`src/rtl/bcd_to_bin_convertor.sv`:
```
// Packed BCD to unsigned binary converter using reverse double dabble.
// One right shift per cycle with a subtract-3 correction on every BCD digit >= 8.
module bcd_to_bin_convertor #(
    parameter int DIGITS = 2,
    parameter int BIN_W  = 8
) (
    input  logic                  i_clk,
    input  logic                  i_rst,
    input  logic [4*DIGITS-1:0]   i_bcd_data,
    input  logic                  i_load,
    output logic [BIN_W-1:0]      o_data,
    output logic                  o_valid,
    output logic                  o_busy,
    output logic                  o_error
);

    localparam int BCD_W = 4 * DIGITS;
    localparam int SCR_W = BCD_W + BIN_W;
    localparam int CNT_W = $clog2(BIN_W + 1);

    typedef enum logic {
        S_IDLE,
        S_SHIFT
    } state_t;

    state_t             r_state;
    state_t             w_state_next;
    logic [SCR_W-1:0]   r_scratch;
    logic [CNT_W-1:0]   r_count;
    logic               r_err;
    logic [SCR_W-1:0]   w_shifted;
    logic [SCR_W-1:0]   w_adjusted;
    logic [DIGITS-1:0]  w_digit_bad;
    logic               w_last_shift;

    // Scratch layout: BCD digits in the upper bits, binary result builds up in the lower BIN_W bits.
    assign w_shifted                 = r_scratch >> 1;
    assign w_adjusted[BIN_W-1:0]     = w_shifted[BIN_W-1:0];

    generate
        for (genvar gi = 0; gi < DIGITS; gi++) begin : g_digit
            logic [3:0] w_dig;
            assign w_dig            = w_shifted[BIN_W + 4*gi +: 4];
            assign w_adjusted[BIN_W + 4*gi +: 4] = (w_dig >= 4'd8) ? (w_dig - 4'd3) : w_dig;
            assign w_digit_bad[gi]  = (i_bcd_data[4*gi +: 4] > 4'd9);
        end
    endgenerate

    assign w_last_shift = (r_state == S_SHIFT) && (r_count == CNT_W'(1));

    always_comb begin
        w_state_next = r_state;
        case (r_state)
            S_IDLE: begin
                if (i_load) begin
                    w_state_next = S_SHIFT;
                end
            end
            S_SHIFT: begin
                // A new load restarts the conversion, even on the final shift edge.
                if (i_load) begin
                    w_state_next = S_SHIFT;
                end else if (w_last_shift) begin
                    w_state_next = S_IDLE;
                end
            end
            default: w_state_next = S_IDLE;
        endcase
    end

    always_ff @(posedge i_clk) begin
        if (i_rst) begin
            r_state   <= S_IDLE;
            r_scratch <= '0;
            r_count   <= '0;
            r_err     <= 1'b0;
            o_data    <= '0;
            o_valid   <= 1'b0;
            o_busy    <= 1'b0;
            o_error   <= 1'b0;
        end else begin
            r_state <= w_state_next;
            o_busy  <= (w_state_next == S_SHIFT);
            o_valid <= 1'b0;
            if (i_load) begin
                r_scratch <= {i_bcd_data, {BIN_W{1'b0}}};
                r_count   <= CNT_W'(BIN_W);
                r_err     <= |w_digit_bad;
            end else if (r_state == S_SHIFT) begin
                r_scratch <= w_adjusted;
                r_count   <= r_count - CNT_W'(1);
                if (w_last_shift) begin
                    o_data  <= r_err ? '0 : w_adjusted[BIN_W-1:0];
                    o_error <= r_err;
                    o_valid <= 1'b1;
                end
            end
        end
    end

endmodule

```
`config.mk`:
```
export PLATFORM = sky130hd
export DESIGN_NAME = bcd_to_bin_convertor
export DESIGN_NICKNAME = d
export VERILOG_FILES = /design/src/rtl/bcd_to_bin_convertor.sv
export SDC_FILE = /design/constraint.sdc
export NUM_CORES = 1
export LEC_CHECK = 0
export BUFFER_PORTS_ARGS = -buffer_cell sky130_fd_sc_hd__clkbuf_2
export CAP_MARGIN = 30
export CELL_PAD_IN_SITES_DETAIL_PLACEMENT = 0
export CELL_PAD_IN_SITES_GLOBAL_PLACEMENT = 1
export CORE_UTILIZATION = 38
export DETAILED_ROUTE_END_ITERATION = 6
export PLACE_DENSITY_LB_ADDON = 0.12
export SYNTH_ARGS = -nofsm -noshare
export SYNTH_HDL_FRONTEND = slang
export SYNTH_SLANG_ARGS = --single-unit
```
`constraint.sdc`:
```
create_clock -name i_clk -period 1.36 [get_ports i_clk]
set_input_delay 0.204 -clock i_clk [delete_from_list [all_inputs] [get_ports i_clk]]
set_output_delay 0.204 -clock i_clk [all_outputs]
set_load 0.05 [all_outputs]
```
==> run summary, run 1 <==
outcome - completed
total CTS buffers - 5
CP arrival - 1.07 ns
post-layout min period - 1.271 ns
Seq/Total Area, Yosys - 43.97%
final setup TNS - 0 ns
via density per instance - 5.014
dominant cell type by area after synthesis - dfxtp_1
average wire per standard cell - 12.85 um
crit path max fanout - 9
Syn Nets - 163
Power, Total - 2.108 mW
die width - 62.95 um
IO Pins - 22
total gr overflow - 0
fraction of registers with async set/reset - 0%
clk sinks - 31
vias in the first global route - 1104
first-pass GRT wire length - 5.002 mm
I/O Buffers - 21
RSZ-0062 raised after global routing - no
via count - 1103
Max rail drop VDD - 0.6086 mV
CTS Root Cell - clkbuf_8
P&R area growth vs syn - 22.07%
Setup crit end kind - output port
MaxCap Viol Count - 0
Core ar. - 3442 sq um
initial antenna violation count - 0
CTS tree - done
top cells by count, synth - dfxtp_1, a21oi_1, nor2_1
number of DRC markers in iteration 0 - 49
ANT nets after route - 0
largest net degree at the start of global routing - 22
drt first pass iters - 4
Worst Path Required - 1.16 ns
final wirelength - 2.828 mm
die height - 62.95 um
CTS Buffer Depth - 2
DRC viols - 0
FF-to-FF setup slack - 0.09 ns
Simple-Gate Fraction of Synth Area - 18.53%
post-synthesis xor/xnor area fraction - 2.482%
Tightest Hold Check Type - primary input to register
H-tree depth - 2
top area cells in the synthesized netlist - dfxtp_1, a21bo_2, a21oi_1
# setup viols final - 0
post-synthesis cell count - 148
Peak Freq - 787.0 MHz
Site Rows - 21
Worst-path clk slew - 0.06 ns
Register Area - 625.6 sq um
combinational family with the most area after synthesis - simple AND/OR/NAND/NOR gates
Synth warnings - 0
global-route usage over all layers - 16.24%
PwrDens - 1223 nW/um^2
Crit Path Class - register to output port
Netlist cell types - 30
final cycle utilization of the critical path - 93.43%
final hold slack - 0.1641 ns
syn avg cell area - 9.536 sq um
count leader, synth - dfxtp_1
multi-input logic area - 710.7 sq um
share of Yosys cell area claimed by the top area cell type - 43.97%
Core Util, Final - 50.05%
relative slew slack - 75.63%
compound-gate portion of the synthesized area - 17.02%
Worst setup SP type - register
adder and majority cell fraction of the synthesized area - 3.546%
die footprint - 3962 sq um
Slew Limit Fails - 0
post-DP HPWL - 2.015 mm
starting density of the core - 41.00%
layout cells sized above 1 - 30.46%
Cell Area, Synth - 1411 sq um
Lkg Pwr - 0.6953 nW
Clock Skew - 0.009531 ns
Ant. Diodes - 0
RD Place Congestion - 0.7091
final net count - 188
Main synth FF type - dfxtp_1
Post-synth EDFFs - 0
final hold violations - 0
Slew @ Worst Pin - 0.3605 ns
Skew-Pair Late Insertion Delay - 0.28 ns
Yosys reg bits - 31
post-synthesis mux area share - 8.777%
Setup Buffers After CTS - 0
Layout fillers - 342
metal layers:
| layer | share of wire [%] | GRT usage [%] | vias up |
|---|---|---|---|
| met5 | 0 | 0 | - |
| met4 | 1.4 | 6.977 | 0 |
| met3 | 4.0 | 6.204 | 4 |
| met2 | 46 | 26.08 | 16 |
| met1 | 49 | 19.08 | 521 |
| li1 | - | - | 562 |
per-stage QoR:
stage | instance area (sq um) | worst slack [ns] | std cells
after floorplan | 1421 | -0.06343 | 148
after global placement | 1602 | 0.1272 | 212
after detailed placement | 1602 | 0.06059 | 212
after CTS | 1719 | 0.02130 | 220
after global routing | 1723 | 0.008680 | 220
final | 1723 | 0.08934 | 220
timing repair:
action	4_1_cts	5_1_grt
resized for setup	0	3
setup endpoints to repair	0	2
hold buffers	0	0
placed cells by master (no fill, tap or decap), drive strengths merged, types with 2 or more instances in the layout:
cell	n
o21ai	2
inv	5
nor4b	2
nand2	11
ha	4
nor2	16
xnor2	3
nor2b	2
buf	8
a21oi	18
mux2	3
a211o	2
clkbuf	27
dfxtp	31
nand4b	9
a21bo	9
mux2i	9
cell families (layout without fill, tap and decap cells):
family,Yosys count,after routing
XOR/XNOR,4,4
multiplexers,12,12
flip-flops,31,31
buffers and inverters,16,42
AND/OR/NAND/NOR,46,46
AO/OA/AOI/OAI,35,35
adder cells (fa/ha/maj),4,4
flip-flops by register name, summed over array words and instances (netlist names):
signal     flops
o_data         8
r_scratch     15
o_valid        1
o_error        1
r_state        1
r_count        4
r_err          1
area by class of cell:
cell class / instances / share of cell area, %
multi-input combinational: 101 / 41.25
sequential: 31 / 36.31
timing repair buffer: 29 / 11.18
clock buffer: 6 / 4.793
tap: 46 / 3.341
clock inverter: 2 / 2.033
inverter: 5 / 1.089
worst paths after layout:
check,start,endpoint,cells after the start
hold reg to reg,r_count[1]$_SDFFE_PP0P_,r_count[1]$_SDFFE_PP0P_,2
setup / recovery,r_state$_SDFF_PP0_,o_busy,2
setup reg to reg,r_scratch[10]$_SDFFE_PP0P_,r_scratch[9]$_SDFFE_PP0P_,5
hold / removal,i_bcd_data[4],r_scratch[12]$_SDFFE_PP0P_,3
worst max-delay path, cell delays in order (launching register included):
cell and delay [ns]:
dfxtp_4 0.40, buf_4 0.16, clkbuf_4 0.23
where the power goes:
part / switching, mW / leakage (nW) / internal, mW
Clock: 0.331 / 0.0612 / 0.592
Combinational: 0.110 / 0.381 / 0.104
Sequential: 0.0346 / 0.253 / 0.936
Power figures use the tool's default switching activity.
==> run 2, diff against run 1 <==
--- a/config.mk
+++ b/config.mk
@@ -13,3 +13,3 @@
 export DETAILED_ROUTE_END_ITERATION = 6
-export PLACE_DENSITY_LB_ADDON = 0.12
+export PLACE_DENSITY = 0.75
 export SYNTH_ARGS = -nofsm -noshare
==> constraint.sdc (replaced) <==
create_clock -name i_clk -period 1.36 [get_ports i_clk]
set_input_delay 0 -clock i_clk [delete_from_list [all_inputs] [get_ports i_clk]]
set_output_delay 0 -clock i_clk [all_outputs]
set_load 0.05 [all_outputs]
==> run summary, run 2 (same netlist as run 1, synthesis figures left out) <==
Biggest register - r_scratch (unchanged)
clock share of power - 44.0% (was 43.8%)
share of power burned in registers - 45.8% (was 46.1%)
layout cells sized above 1 - 29.05% (was 30.46%)
Ant. Diodes - 0 (unchanged)
# setup viols final - 0 (unchanged)
crit path max fanout - 19 (was 9)
vias in the first global route - 1052 (was 1104)
CTS tree - done (unchanged)
Worst path slowest cell - dfxtp_4 (unchanged)
post-DP HPWL - 1.811 mm (was 2.015 mm)
Slew @ Worst Pin - 0.3225 ns (was 0.3605 ns)
total gr overflow - 0 (unchanged)
Worst setup SP type - register (unchanged)
I/O Buffers - 21 (unchanged)
switching power - 0.4877 mW (was 0.4756 mW)
average wire per standard cell - 12.29 um (was 12.85 um)
Largest regs - r_scratch: 15 flops, o_data: 8 flops, r_count: 4 flops (unchanged)
CP peak stage delay - 0.45 ns (was 0.40 ns)
Skew-Pair Late Insertion Delay - 0.29 ns (was 0.28 ns)
Peak Freq - 814.5 MHz (was 787.0 MHz)
final wirelength - 2.766 mm (was 2.828 mm)
relative slew slack - 78.19% (was 75.63%)
Combinational Power Share - 10.2% (about the same)
post-layout min period - 1.228 ns (was 1.271 ns)
commonest cells after routing, fill and taps aside - dfxtp_1, clkbuf_2, a21oi_1, nor2_1, nand2_1 (unchanged)
internal power - 1.639 mW (was 1.632 mW)
PwrDens - 1195 nW/um^2 (was 1223 nW/um^2)
starting density of the core - 41.00% (unchanged)
drt first pass iters - 4 (unchanged)
via density per instance - 4.947 (was 5.014)
total CTS buffers - 5 (unchanged)
Tightest Hold Check Type - primary input to register (unchanged)
switch share - 22.93% (was 22.56%)
RSZ-0062 raised after global routing - no (unchanged)
Max rail drop VDD - 0.4986 mV (was 0.6086 mV)
die footprint - 3962 sq um (unchanged)
Power, Total - 2.127 mW (was 2.108 mW)
H-tree depth - 2 (unchanged)
Site Rows - 21 (unchanged)
IO Pins - 22 (unchanged)
number of DRC markers in iteration 0 - 67 (was 49)
Layout fillers - 328 (was 342)
Setup crit end kind - register (was output port)
MaxCap Viol Count - 0 (unchanged)
most common cell after layout, fill and taps aside - dfxtp_1 (unchanged)
clk sinks - 31 (unchanged)
Final Non-Filler Cells - 225 (was 220)
CP arrival - 1.46 ns (was 1.07 ns)
initial antenna violation count - 0 (unchanged)
die height - 62.95 um (unchanged)
via count - 1113 (was 1103)
first-pass GRT wire length - 4.926 mm (was 5.002 mm)
Crit Path Class - register to register (was register to output port)
Register Area - 629.4 sq um (was 625.6 sq um)
CTS Root Cell - clkbuf_8 (unchanged)
final hold violations - 0 (unchanged)
dpl cells - 210 (was 212)
ANT nets after route - 0 (unchanged)
final net count - 193 (was 188)
cells along the critical path - nor4b_4 > buf_12 > and2_1 > nor2b_1 (was buf_4 > clkbuf_4)
DP Worst Slack - 0.08492 ns (was 0.06059 ns)
Worst-path clk slew - 0.07 ns (was 0.06 ns)
Slew Limit Fails - 0 (unchanged)
global-route usage over all layers - 16.14% (was 16.24%)
Lkg Pwr - 0.7153 nW (was 0.6953 nW)
Final WS setup - 0.1322 ns (was 0.08934 ns)
outcome - completed (unchanged)
Core ar. - 3442 sq um (unchanged)
P&R area growth vs syn - 26.06% (was 22.07%)
largest net degree at the start of global routing - 22 (unchanged)
CTS Buffer Depth - 2 (unchanged)
max reg flops - 15 (unchanged)
RD Place Congestion - 0.7431 (was 0.7091)
multi-input logic area - 710.7 sq um (unchanged)
final cycle utilization of the critical path - 90.28% (was 93.43%)
DRC viols - 0 (unchanged)
final setup TNS - 0 ns (unchanged)
die width - 62.95 um (unchanged)
Worst Path Required - 1.59 ns (was 1.16 ns)
Clock Skew - 0.006074 ns (was 0.009531 ns)
## run 2: power by group through the flow
stage	clock, mW	combinational [mW]	sequential [mW]
after CTS	0.958	0.218	0.973
after floorplan	0	0.150	0.987
final	0.936	0.217	0.974
after global routing	1.01	0.242	0.981
after global placement	0	0.199	0.992
after detailed placement	0	0.201	0.994
## run 2: area by class of cell
class	count	share of cell area [%]
multi-input cells	101	39.94
flip-flops and latches	31	35.37
repair buffers	34	13.78
clock inverters	2	1.969
inverters	5	1.055
well taps	46	3.235
clock buffers	6	4.641
## run 2: repair_timing
item | in CTS | in global routing
hold endpoints to repair | 7 | 0
buffers inserted | 0 | 0
hold buffers | 7 | 0
setup endpoints to repair | 0 | 1
resized for setup | 0 | 3
## run 2: per-stage QoR
step	hold WS [ns]	cell area, sq um	util, %
after CTS	0.02770	1774	51.54
after detailed placement	0.2436	1587	46.09
after global placement	0.2359	1587	46.09
after floorplan	0.07161	1421	-
final	0.03298	1779	51.69
after global routing	0.04311	1779	51.69
## run 2: layer usage
layer  wire length (um)  track usage [%]  vias to the layer above
met5                  0                0                        -
met1               1396            20.56                      510
met3                118            4.562                        6
met4                 50            9.593                        0
met2               1201            23.92                       20
li1                   -                -                      577
## run 2: worst max-delay path: cells and delay by family (launching register included)
kind | cells | cell delay, ns
buffers and inverters | 1 | 0.19
DFF | 1 | 0.45
and+or+nand+nor | 3 | 0.53
## run 2: path summary, 6_finish.rpt
kind / startpoint / to / slack (ns) / cells after the start
worst min register to register: r_scratch[15]$_SDFFE_PP0P_ / r_scratch[15]$_SDFFE_PP0P_ / 0.50 / 2
worst min-delay path: i_bcd_data[3] / r_scratch[11]$_SDFFE_PP0P_ / 0.03 / 3
worst max register to register: r_state$_SDFF_PP0_ / o_valid$_SDFF_PP0_ / 0.13 / 4
worst max-delay path: r_state$_SDFF_PP0_ / o_valid$_SDFF_PP0_ / 0.13 / 4
